$ cat config.mk
export PLATFORM = sky130hd
export DESIGN_NAME = lcd_write_arbiter
export DESIGN_NICKNAME = d
export VERILOG_FILES = /design/src/rtl/lcd_write_arbiter.sv
export SDC_FILE = /design/constraint.sdc
export NUM_CORES = 1
export LEC_CHECK = 0
export ABC_AREA = 1
export CORE_MARGIN = 4
export CORE_UTILIZATION = 35
export DETAILED_ROUTE_END_ITERATION = 10
export GPL_TIMING_DRIVEN = 1
export HOLD_SLACK_MARGIN = 0.15
export SYNTH_ARGS = -nofsm -noshare
export SYNTH_HDL_FRONTEND = slang
export SYNTH_SLANG_ARGS = --single-unit
$ cat constraint.sdc
create_clock -name clk -period 2.1 [get_ports clk]
set_input_delay 0.315 -clock clk [delete_from_list [all_inputs] [get_ports clk]]
set_output_delay 0.315 -clock clk [all_outputs]
set_load 0.01 [all_outputs]
$ cat src/rtl/lcd_write_arbiter.sv
// lcd_write_arbiter: two-port write arbiter driving an HD44780-style LCD bus.
// Each accepted byte is presented on lcd_data/lcd_rs, strobed with lcd_e and
// followed by a hold period before the next byte can be accepted.
// Ports:
//   clk, rst (async active-low)
//   r0_valid/r0_data/r0_rs/r0_ready : init sequencer request port
//   r1_valid/r1_data/r1_rs/r1_ready : CPU display-update request port
//   lcd_data, lcd_rs, lcd_rw, lcd_e  : LCD bus (write only)
//   busy, last_grant                 : status
// Config macro: LCD_ARB_RR_EN selects round-robin arbitration; fixed priority
// (port 0 wins) when undefined.
module lcd_write_arbiter #(
  parameter int unsigned SETUP_CYC     = 2,
  parameter int unsigned E_CYC         = 25,
  parameter int unsigned WAIT_CYC      = 2500,
  parameter int unsigned LONG_WAIT_CYC = 100000
) (
  input  logic       clk,
  input  logic       rst,
  input  logic       r0_valid,
  input  logic [7:0] r0_data,
  input  logic       r0_rs,
  output logic       r0_ready,
  input  logic       r1_valid,
  input  logic [7:0] r1_data,
  input  logic       r1_rs,
  output logic       r1_ready,
  output logic [7:0] lcd_data,
  output logic       lcd_rs,
  output logic       lcd_rw,
  output logic       lcd_e,
  output logic       busy,
  output logic       last_grant
);

  localparam int unsigned MAX_A   = (SETUP_CYC > E_CYC) ? SETUP_CYC : E_CYC;
  localparam int unsigned MAX_B   = (WAIT_CYC > LONG_WAIT_CYC) ? WAIT_CYC : LONG_WAIT_CYC;
  localparam int unsigned MAX_CYC = (MAX_A > MAX_B) ? MAX_A : MAX_B;
  localparam int unsigned CNT_W   = ($clog2(MAX_CYC + 1) > 17) ? $clog2(MAX_CYC + 1) : 17;

  typedef enum logic [1:0] {IDLE, SETUP, PULSE, HOLD} state_t;

  state_t             state_q, state_d;
  logic [CNT_W-1:0]   cnt_q, cnt_d;
  logic [7:0]         data_q, data_d;
  logic               rs_q, rs_d;
  logic               last_grant_q, last_grant_d;
  logic               grant_c;
  logic               idle_c;
  logic               long_hold_c;

  // Arbitration: which port would be served if it is valid this cycle.
  always_comb begin
`ifdef LCD_ARB_RR_EN
    if (r0_valid && r1_valid) grant_c = ~last_grant_q;
    else                      grant_c = r1_valid;
`else
    grant_c = ~r0_valid;
`endif
  end

  // Ready is suppressed while reset is asserted even though state is IDLE.
  assign idle_c   = (state_q == IDLE) && rst;
  assign r0_ready = idle_c && !grant_c && r0_valid;
  assign r1_ready = idle_c &&  grant_c && r1_valid;

  // Clear display (0x01) and return home (0x02/0x03) need the long hold.
  assign long_hold_c = !rs_q && (data_q[7:2] == 6'd0) && (data_q != 8'd0);

  // Next-state and datapath.
  always_comb begin
    state_d      = state_q;
    cnt_d        = cnt_q;
    data_d       = data_q;
    rs_d         = rs_q;
    last_grant_d = last_grant_q;
    case (state_q)
      IDLE: begin
        if (r0_ready || r1_ready) begin
          data_d       = grant_c ? r1_data : r0_data;
          rs_d         = grant_c ? r1_rs   : r0_rs;
          last_grant_d = grant_c;
          cnt_d        = CNT_W'(SETUP_CYC - 1);
          state_d      = SETUP;
        end
      end
      SETUP: begin
        if (cnt_q == '0) begin
          cnt_d   = CNT_W'(E_CYC - 1);
          state_d = PULSE;
        end else begin
          cnt_d = cnt_q - CNT_W'(1);
        end
      end
      PULSE: begin
        if (cnt_q == '0) begin
          cnt_d   = long_hold_c ? CNT_W'(LONG_WAIT_CYC - 1) : CNT_W'(WAIT_CYC - 1);
          state_d = HOLD;
        end else begin
          cnt_d = cnt_q - CNT_W'(1);
        end
      end
      HOLD: begin
        if (cnt_q == '0) state_d = IDLE;
        else             cnt_d   = cnt_q - CNT_W'(1);
      end
      default: state_d = IDLE;
    endcase
  end

  // State and datapath registers.
  always_ff @(posedge clk or negedge rst) begin
    if (!rst) begin
      state_q      <= IDLE;
      cnt_q        <= '0;
      data_q       <= 8'h00;
      rs_q         <= 1'b0;
      last_grant_q <= 1'b1;
    end else begin
      state_q      <= state_d;
      cnt_q        <= cnt_d;
      data_q       <= data_d;
      rs_q         <= rs_d;
      last_grant_q <= last_grant_d;
    end
  end

  assign lcd_data   = data_q;
  assign lcd_rs     = rs_q;
  assign lcd_rw     = 1'b0;
  assign lcd_e      = (state_q == PULSE);
  assign busy       = (state_q != IDLE);
  assign last_grant = last_grant_q;

endmodule

=== Yosys cells after proc, flatten, opt, wreduce, memory -nomap -nowiden ===
Index checks and enable logic that the tools add are counted.

* Bits in registers: 29
* Bits of input ports: 22
* Output and inout port bits: 15
* Logic and storage cells: 45

* Reductions and logical operators: 17
* Bitwise logic cells: 1
* Add/sub/neg operators: 1
* Muxes and demuxes: 13
* Equality and inequality tests: 8

{| class="wikitable"
|+ Operators with widths
! operator !! number
|-
| 17-bit 2-to-1 mux || 5
|-
| 17-bit one-hot mux with 4 select lines || 1
|-
| 17-bit logical NOT || 1
|-
| 17-bit by 1-bit subtractor with 17-bit output, second input constant || 1
|-
| 2-bit 2-to-1 mux || 4
|-
| 8-bit 2-to-1 mux || 1
|-
| 2-bit one-hot mux with 4 select lines || 1
|-
| 8-bit nonzero test || 1
|-
| 1-bit logical AND || 7
|-
| 6-bit logical NOT || 1
|-
| 2-bit inequality test, second input constant || 3
|-
| 2-bit equality test, second input constant || 2
|-
| 2-bit by 1-bit inequality test with 1-bit output, second input constant || 2
|-
| 2-bit AND reduction || 2
|-
| 4-bit AND reduction || 1
|-
| 2-bit by 1-bit equality test with 1-bit output, second input constant || 1
|-
| 2-bit logical NOT || 1
|-
| 2-bit nonzero test || 1
|-
| 1-bit logical NOT || 1
|-
| 1-bit logical OR || 1
|-
| 1-bit 2-to-1 mux || 1
|-
| 1-bit inverter || 1
|}

=== Logic depth before layout (Yosys ltp) ===
Gate-level depths: netlist of the first run.

* Depth in word-level cells: 7
* Gate-level depth with buffers: 11
* Mapped depth without buffers: 11

=== Worst setup path after synthesis of the first run ===
OpenSTA, ideal clock, no wires.

* Path type: flip-flop to flip-flop
* From: register cnt_q[0]
* To: register cnt_q[9]
* Period minus slack after synthesis: 1551 ps
* Stages on the path, launching flop included: 11
* Setup time: 116 ps
* Arrival: 1435 ps
* Path slack: 549 ps
* Cells stage by stage: dfrtp_1 -> inv_1 -> ha_1 -> nand2_4 -> nor2_8 -> nand4_2 -> nand3_2 -> inv_2 -> buf_6 -> nand3_1 -> nand2_1

* Word-level cells in the longest chain between the ends: 3

{| class="wikitable"
|+ Ends and longest elaborated chain
! item !! RTL line !! RTL
|-
| from (decl) || 44 || <nowiki>logic [CNT_W-1:0] cnt_q, cnt_d;</nowiki>
|-
| from (signal assigned) || 121 || <nowiki>cnt_q <= cnt_d;</nowiki>
|-
| 17-bit by 1-bit subtractor with 17-bit output or 17-bit logical NOT (tied branches) || n/a ||
|-
| 17-bit 2-to-1 mux (tied with other cells) || 104 || <nowiki>if (cnt_q == '0) state_d = IDLE;</nowiki>
|-
| 17-bit one-hot mux with 4 select lines or 2-bit AND reduction (tied branches) || n/a ||
|}

Several ways; a longest one is shown, not always the timed one. The select of a mux whose other input is x is not followed.
A chain may end at the register's enable or synchronous reset.

=== Worst setup path in the final report of the first run ===
* From: register state_q[0]
* To: output port lcd_e

* Word-level cells in the longest chain between the ends: 1

{| class="wikitable"
|+ Ends and longest elaborated chain
! item !! RTL line !! RTL
|-
| from (decl) || 43 || <nowiki>state_t state_q, state_d;</nowiki>
|-
| from (signal assigned) || 120 || <nowiki>state_q <= state_d;</nowiki>
|-
| 2-bit equality test || 131 || <nowiki>assign lcd_e = (state_q == PULSE);</nowiki>
|-
| to (decl) || 31 || <nowiki>output logic lcd_e,</nowiki>
|}

No other way between the ends.

==> reports/qor.csv, run 1 <==
stage,metric,value,unit
placed_design,placed_cells,362,
clock_network,cts_hold_buf,0,
sta,hold_ws,0.449,ns
final_layout,drive_gt1_share,10.7,%
detailed_routing,wire_per_inst,12.6,um
logic_synthesis,synth.avg_cell_area,7.42,um2
detailed_routing,firstDrtPassIters,4,
sta,fmax,0.523,GHz
detailed_routing,final_antenna_net_count,0,
final_layout,finish.utilization,47.1,%
detailed_routing,post-route-drc-count,0,
sta,setup-violations-final,0,
final_layout,fillerInstances,532,
run,cap_violations,0,
clock_network,htreeDepth,2,
final_layout,n_antenna_cell,0,
global_route,grt.total_usage,15.8,%
logic_synthesis,syn_area,0.00193,mm2
setup_path,worstReg2RegStart,state_q[1],
global_route,grt_overflow,0,
setup_path,worstPathMaxFanout,7,
hold_path,worstHoldPathType,in -> async,
global_route,grt_start_max_net_pins,30,
placed_design,hpwl,3.53,mm
run_status,outcome,"finished, final reports clean",
clock_network,cts_setup_buffers,0,
clock_network,cts_tree,done,
power_and_ir_drop,pwr-share-comb,58.3,%
final_layout,syn2layout_area_growth,28.0,%
power_and_ir_drop,swShare,46.3,%
detailed_routing,vias,1740,
setup_path,worstSetupPathType,reg -> out,
global_route,grt_pass1_vias,1722,
power_and_ir_drop,power-per-cell-area,1500,mW/mm2
setup_path,rrSetupSlack,0.29,ns
sta,worstMarginPinSlew,0.511,ns
power_and_ir_drop,pwr-share-seq,24.9,%
placed_design,port_buffers,35,
floorplanning,fp.dieArea,0.00676,mm2
clock_network,clockRootBuffer,clkbuf_8,
floorplanning,core,0.00524,mm2
floorplanning,start_util,36.8,%
clock_network,clk_pin_slew_worst_paths,0.07,ns
final_layout,nets,327,
sta,fin_worst_skew,0.00587,ns
setup_path,crit_path_start_kind,register,
power_and_ir_drop,p_int,1.99,mW
sta,hold_violations,0,
floorplanning,num_rows,26,
setup_path,worstPathRequired,1.78,ns
sta,slew_viol_final,0,
sta,layout_setup_ws,0.188,ns
floorplanning,die_y,82.2,um
sta,fin_crit_sh,91.1,%
logic_synthesis,ys_ff_latch,29,
power_and_ir_drop,clkPwrFrac,16.8,%
logic_synthesis,netlist_instances,260,
sta,tns,0,ns
placed_design,place_ws,0.132,ns
setup_path,r2r_end,cnt_q[14],
clock_network,clock_latency,0.29,ns
global_route,grt_first_pass_wirelength,8.11,mm
floorplanning,fp.dieW,82.2,um
power_and_ir_drop,switchingPower,1.72,mW
final_layout,final_common_cell,nand2_1,
detailed_routing,wirelength,4.65,mm
setup_path,r2r_cells,10,
clock_network,cts.sinks,29,
logic_synthesis,synth_seq_area_share,37.7,%
sta,fin_crit,1.91,ns
logic_synthesis,synth_fp_nets,288,
power_and_ir_drop,p_leak,1.25,nW
sta,rsz0062_at_grt,false,
detailed_routing,dr.first_iter.drc_count,128,
sta,relSlewSlack,65.9,%
clock_network,cts_inserted_buffers,5,
setup_path,end_kind,output pin,
placed_design,gp_congestion,0.789,
power_and_ir_drop,vdd_drop_max,0.700,mV
final_layout,final_cell_mix,"80 x nand2_1, 33 x clkdlybuf4s50_1, 29 x inv_1, 29 x nor2_1, 28 x dfrtp_1",
final_layout,stdcell_count,370,
logic_synthesis,yosysWarnings,0,
logic_synthesis,yosys.cell_types.count,34,
setup_path,cp.arrival,1.60,ns
global_route,antenna_found_initial,0,
detailed_routing,vias_per_cell,4.70,
floorplanning,io_pins,37,
clock_network,clockBufferDepth,2,
cell families after synthesis:
kind of cell    synth area share (%)
fa+ha+maj                       3.89
buf+inv                         8.69
other cells                    0.194
mux                             2.08
compound gates                  9.47
xor+xnor                        5.45
simple gates                    32.6
flops                           37.7
per-layer routing:
| layer | GRT usage [%] | vias to the layer above | wire (um) |
|---|---|---|---|
| met2 | 25.7 | 25 | 2220 |
| met4 | 5.81 | 0 | 87 |
| met1 | 20.3 | 813 | 2190 |
| met3 | 3.58 | 9 | 159 |
| li1 | - | 893 | - |
| met5 | 0 | - | 0 |
area by class of cell:
class                   count  area [um2]  area share [%]
inverters                  33         124            5.02
repair buffers             38         370            15.0
clock buffers               6        82.6            3.35
flip-flops and latches     29         727            29.4
clock inverters             2        37.5            1.52
well taps                  70        87.6            3.55
multi-input cells         192        1040            42.1
worst max path at each step:
stage	start	end	slack (ns)	cells past startpoint
after detailed placement	rst	r1_ready	0.13	6
after global placement	rst	r1_ready	0.14	6
after floorplan	cnt_q[0]	cnt_q[9]	0.55	10
after CTS	state_q[0]	lcd_e	0.1	3
after global routing	state_q[1]	r1_ready	0.04	7
final	state_q[0]	lcd_e	0.19	3
synthesized netlist by cell type:
cell type / number / area [um2]
nand3_2: 1 / 10.0
mux2i_1: 4 / 40.0
o21a_1: 1 / 7.51
buf_4: 1 / 7.51
o21ai_1: 8 / 40.0
xnor2_1: 4 / 35.0
or2_2: 1 / 6.26
o211ai_1: 5 / 37.5
dfstp_2: 1 / 26.3
nand3_4: 1 / 17.5
a21oi_1: 6 / 30.0
buf_6: 2 / 22.5
ha_1: 6 / 75.1
clkbuf_1: 1 / 3.75
nand4_1: 3 / 18.8
nand2_4: 1 / 11.3
o21ai_0: 7 / 35.0
a21oi_2: 2 / 17.5
xor2_1: 8 / 70.1
nor2_1: 29 / 109
o2111ai_1: 1 / 8.76
conb_1: 1 / 3.75
nor2_4: 3 / 33.8
nand2_2: 2 / 12.5
dfrtp_1: 28 / 701
nor2_8: 1 / 20.0
inv_1: 30 / 113
nor2_2: 1 / 6.26
nand4_2: 1 / 12.5
buf_2: 2 / 10.0
inv_2: 3 / 11.3
nand3_1: 14 / 70.1
a31oi_1: 1 / 6.26
nand2_1: 80 / 300
worst max-delay path: stages, from the launching register on:
cell,delay [ns]
dfrtp_1,0.40
inv_2,0.10
ha_2,0.25
clkdlybuf4s50_1,0.56
timing repair:
item                                   4_1_cts  5_1_grt
endpoints found under the hold margin        0        0
pin swaps                                    0        0
setup endpoints to repair                    2        1
gates resized for setup                      4        1
power by group through the flow:
stage / Combinational, mW / Sequential [mW] / Clock (mW)
detailed placement: 2.16 / 0.931 / 0
finish: 2.17 / 0.924 / 0.624
global route: 2.45 / 0.955 / 0.659
CTS: 2.18 / 0.926 / 0.639
floorplan: 1.51 / 0.948 / 0
global placement: 2.13 / 0.928 / 0
sequential cells by signal, summed over array words and instances, names as in the netlist:
signal	count
lcd_data	8
lcd_rs	1
cnt_q	17
state_q	2
last_grant	1
through the flow:
stage	power [mW]	instance area [um2]
global route	4.07	2470
CTS	3.75	2470
detailed placement	3.09	2350
finish	3.71	2470
floorplan	2.46	1930
global placement	3.06	2350
Note: power is estimated with default switching activity, not from simulation.
==> run 2, diff against run 1 <==
CTS_BUF_LIST = sky130_fd_sc_hd__clkbuf_16   (was not set)
PLACE_DENSITY = 0.57   (was not set)
==> reports/qor.csv, run 2 (same netlist as run 1, synthesis figures left out) <==
stage,metric,value,unit,change
detailed_routing,wirelength,4.58,mm,-1.5%
final_layout,finish.utilization,47.6,%,+0.50 points
setup_path,cp.arrival,1.62,ns,+0.02 ns
power_and_ir_drop,p_leak,1.27,nW,+1.9%
run,cap_violations,0,,unchanged
placed_design,placed_cells,363,,+0.28%
sta,setup-violations-final,0,,unchanged
sta,tns,0,ns,unchanged
detailed_routing,vias,1691,,-2.8%
hold_path,worstHoldPathType,reg -> reg,,
setup_path,rrSetupSlack,0.29,ns,about the same
clock_network,cts.sinks,29,,unchanged
setup_path,endpoint,lcd_e,,
detailed_routing,firstDrtPassIters,4,,unchanged
setup_path,r2r_cells,9,,-1
global_route,grt.total_usage,15.8,%,unchanged
run_status,outcome,"finished, final reports clean",,
detailed_routing,dr.first_iter.drc_count,63,,-51%
floorplanning,fp.dieW,82.2,um,unchanged
sta,hold_violations,0,,unchanged
clock_network,cts_hold_buf,0,,unchanged
global_route,grt_first_pass_wirelength,8.07,mm,-0.51%
setup_path,slowest_delay,0.56,ns,about the same
clock_network,clockRootBuffer,clkbuf_16,,
setup_path,worstReg2RegStart,cnt_q[0],,
clock_network,clockBufferDepth,2,,unchanged
detailed_routing,wire_per_inst,12.4,um,-1.7%
clock_network,htreeDepth,2,,unchanged
final_layout,syn2layout_area_growth,29.3,%,
setup_path,end_kind,output pin,,
sta,rsz0062_at_grt,false,,
clock_network,cts_inserted_buffers,5,,unchanged
power_and_ir_drop,power-per-cell-area,1500,mW/mm2,-0.49%
global_route,grt_pass1_vias,1765,,+2.5%
final_layout,top_register,cnt_q,,
sta,fmax,0.516,GHz,-1.3%
placed_design,gp_congestion,0.788,,-0.18%
setup_path,worstPathRequired,1.78,ns,about the same
floorplanning,num_rows,26,,unchanged
floorplanning,die_y,82.2,um,unchanged
sta,fin_crit_sh,92.3,%,+1.2 points
power_and_ir_drop,vdd_drop_max,0.872,mV,+25%
final_layout,fillerInstances,542,,+1.9%
final_layout,stdcell_count,371,,+0.27%
final_layout,largest_register_ffs,17,,unchanged
setup_path,crit_path_start_kind,register,,
detailed_routing,post-route-drc-count,0,,unchanged
setup_path,path_cells,inv_1 -> ha_2 -> clkdlybuf4s50_1,,
floorplanning,core,0.00524,mm2,unchanged
sta,slew_viol_final,0,,unchanged
setup_path,startpoint,state_q[0],,
global_route,grt_start_max_net_pins,30,,unchanged
setup_path,r2r_end,cnt_q[15],,
placed_design,port_buffers,35,,unchanged
setup_path,worstSetupPathType,reg -> out,,
detailed_routing,vias_per_cell,4.56,,-3.1%
clock_network,clock_latency,0.27,ns,-0.02 ns
clock_network,cts_tree,done,,
final_layout,final_cell_mix,"80 x nand2_1, 33 x clkdlybuf4s50_1, 31 x inv_1",,
global_route,antenna_found_initial,0,,unchanged
final_layout,final_common_cell,nand2_1,,
floorplanning,io_pins,37,,unchanged
final_layout,drive_gt1_share,10.3,%,-0.37 points
detailed_routing,final_antenna_net_count,0,,unchanged
final_layout,nets,328,,+0.31%
setup_path,worstPathMaxFanout,7,,unchanged
sta,fin_crit,1.94,ns,+0.0255 ns
sta,fin_worst_skew,0.00407,ns,-0.00179 ns
final_layout,seq_area,727,um2,unchanged
global_route,grt_overflow,0,,unchanged
final_layout,multi_input_area,0.00104,mm2,unchanged
clock_network,clk_pin_slew_worst_paths,0.05,ns,-0.02 ns
placed_design,hpwl,3.50,mm,-0.95%
floorplanning,start_util,36.8,%,unchanged
final_layout,n_antenna_cell,0,,unchanged
floorplanning,fp.dieArea,0.00676,mm2,unchanged
setup_path,slowest_stage,clkdlybuf4s50_1,,
-- run 2: cell count changes in the layout (fill, tap and decap cells not counted) --
cell	before	now
buf_4	3	4
bufinv_16	1	0
clkbuf_16	0	5
clkbuf_8	6	0
clkinv_2	0	2
clkinvlp_4	1	0
inv_1	29	31
inv_2	4	3
-- run 2: repair_timing --
action / 4_1_cts / 5_1_grt
resized for setup: 3 / 1
buffers inserted: 0 / 0
setup endpoints to repair: 2 / 1
-- run 2: worst min path at each step --
stage,to,startpoint,slack [ns],cells past startpoint
floorplan,cnt_q[0],rst,0.02,0
global route,last_grant,last_grant,0.50,2
finish,last_grant,last_grant,0.47,2
CTS,last_grant,last_grant,0.47,2
global placement,last_grant,last_grant,0.46,2
detailed placement,last_grant,last_grant,0.46,2
-- run 2: layout make-up --
cell class                      count  area share (%)
Inverter                           33            4.96
Clock inverter                      3           0.552
Timing Repair Buffer               39            15.1
Multi-Input combinational cell    192            41.7
Tap cell                           70            3.51
Clock buffer                        5            5.02
Sequential cell                    29            29.1
-- run 2: power breakdown --
group          leakage (nW)  internal, mW  switching [mW]
Sequential            0.369         0.768           0.156
Clock                0.0748         0.429           0.239
Combinational         0.829         0.850            1.29
-- run 2: critical path, delay by kind of cell, from the launching register on --
family                     cells  cell delay, ns
adders and majority gates      1            0.27
DFF                            1            0.39
buffers and inverters          2            0.69
-- run 2: through the flow --
stage	hold slack [ns]	area [um2]	worst slack, ns	power [mW]
finish	0.470	2490	0.162	3.74
detailed placement	0.462	2350	0.128	3.08
CTS	0.472	2490	0.0779	3.78
global route	0.501	2490	0.0526	4.13
floorplan	0.0194	1930	0.549	2.46
global placement	0.461	2350	0.148	3.08
-- run 2: per-layer routing --
| layer | track usage, % | vias to the layer above | wire length (um) |
|---|---|---|---|
| li1 | - | 897 | - |
| met1 | 20.7 | 769 | 2190 |
| met2 | 26.5 | 21 | 2200 |
| met3 | 3.15 | 4 | 135 |
| met4 | 3.99 | 0 | 59 |
| met5 | 0 | - | 0 |
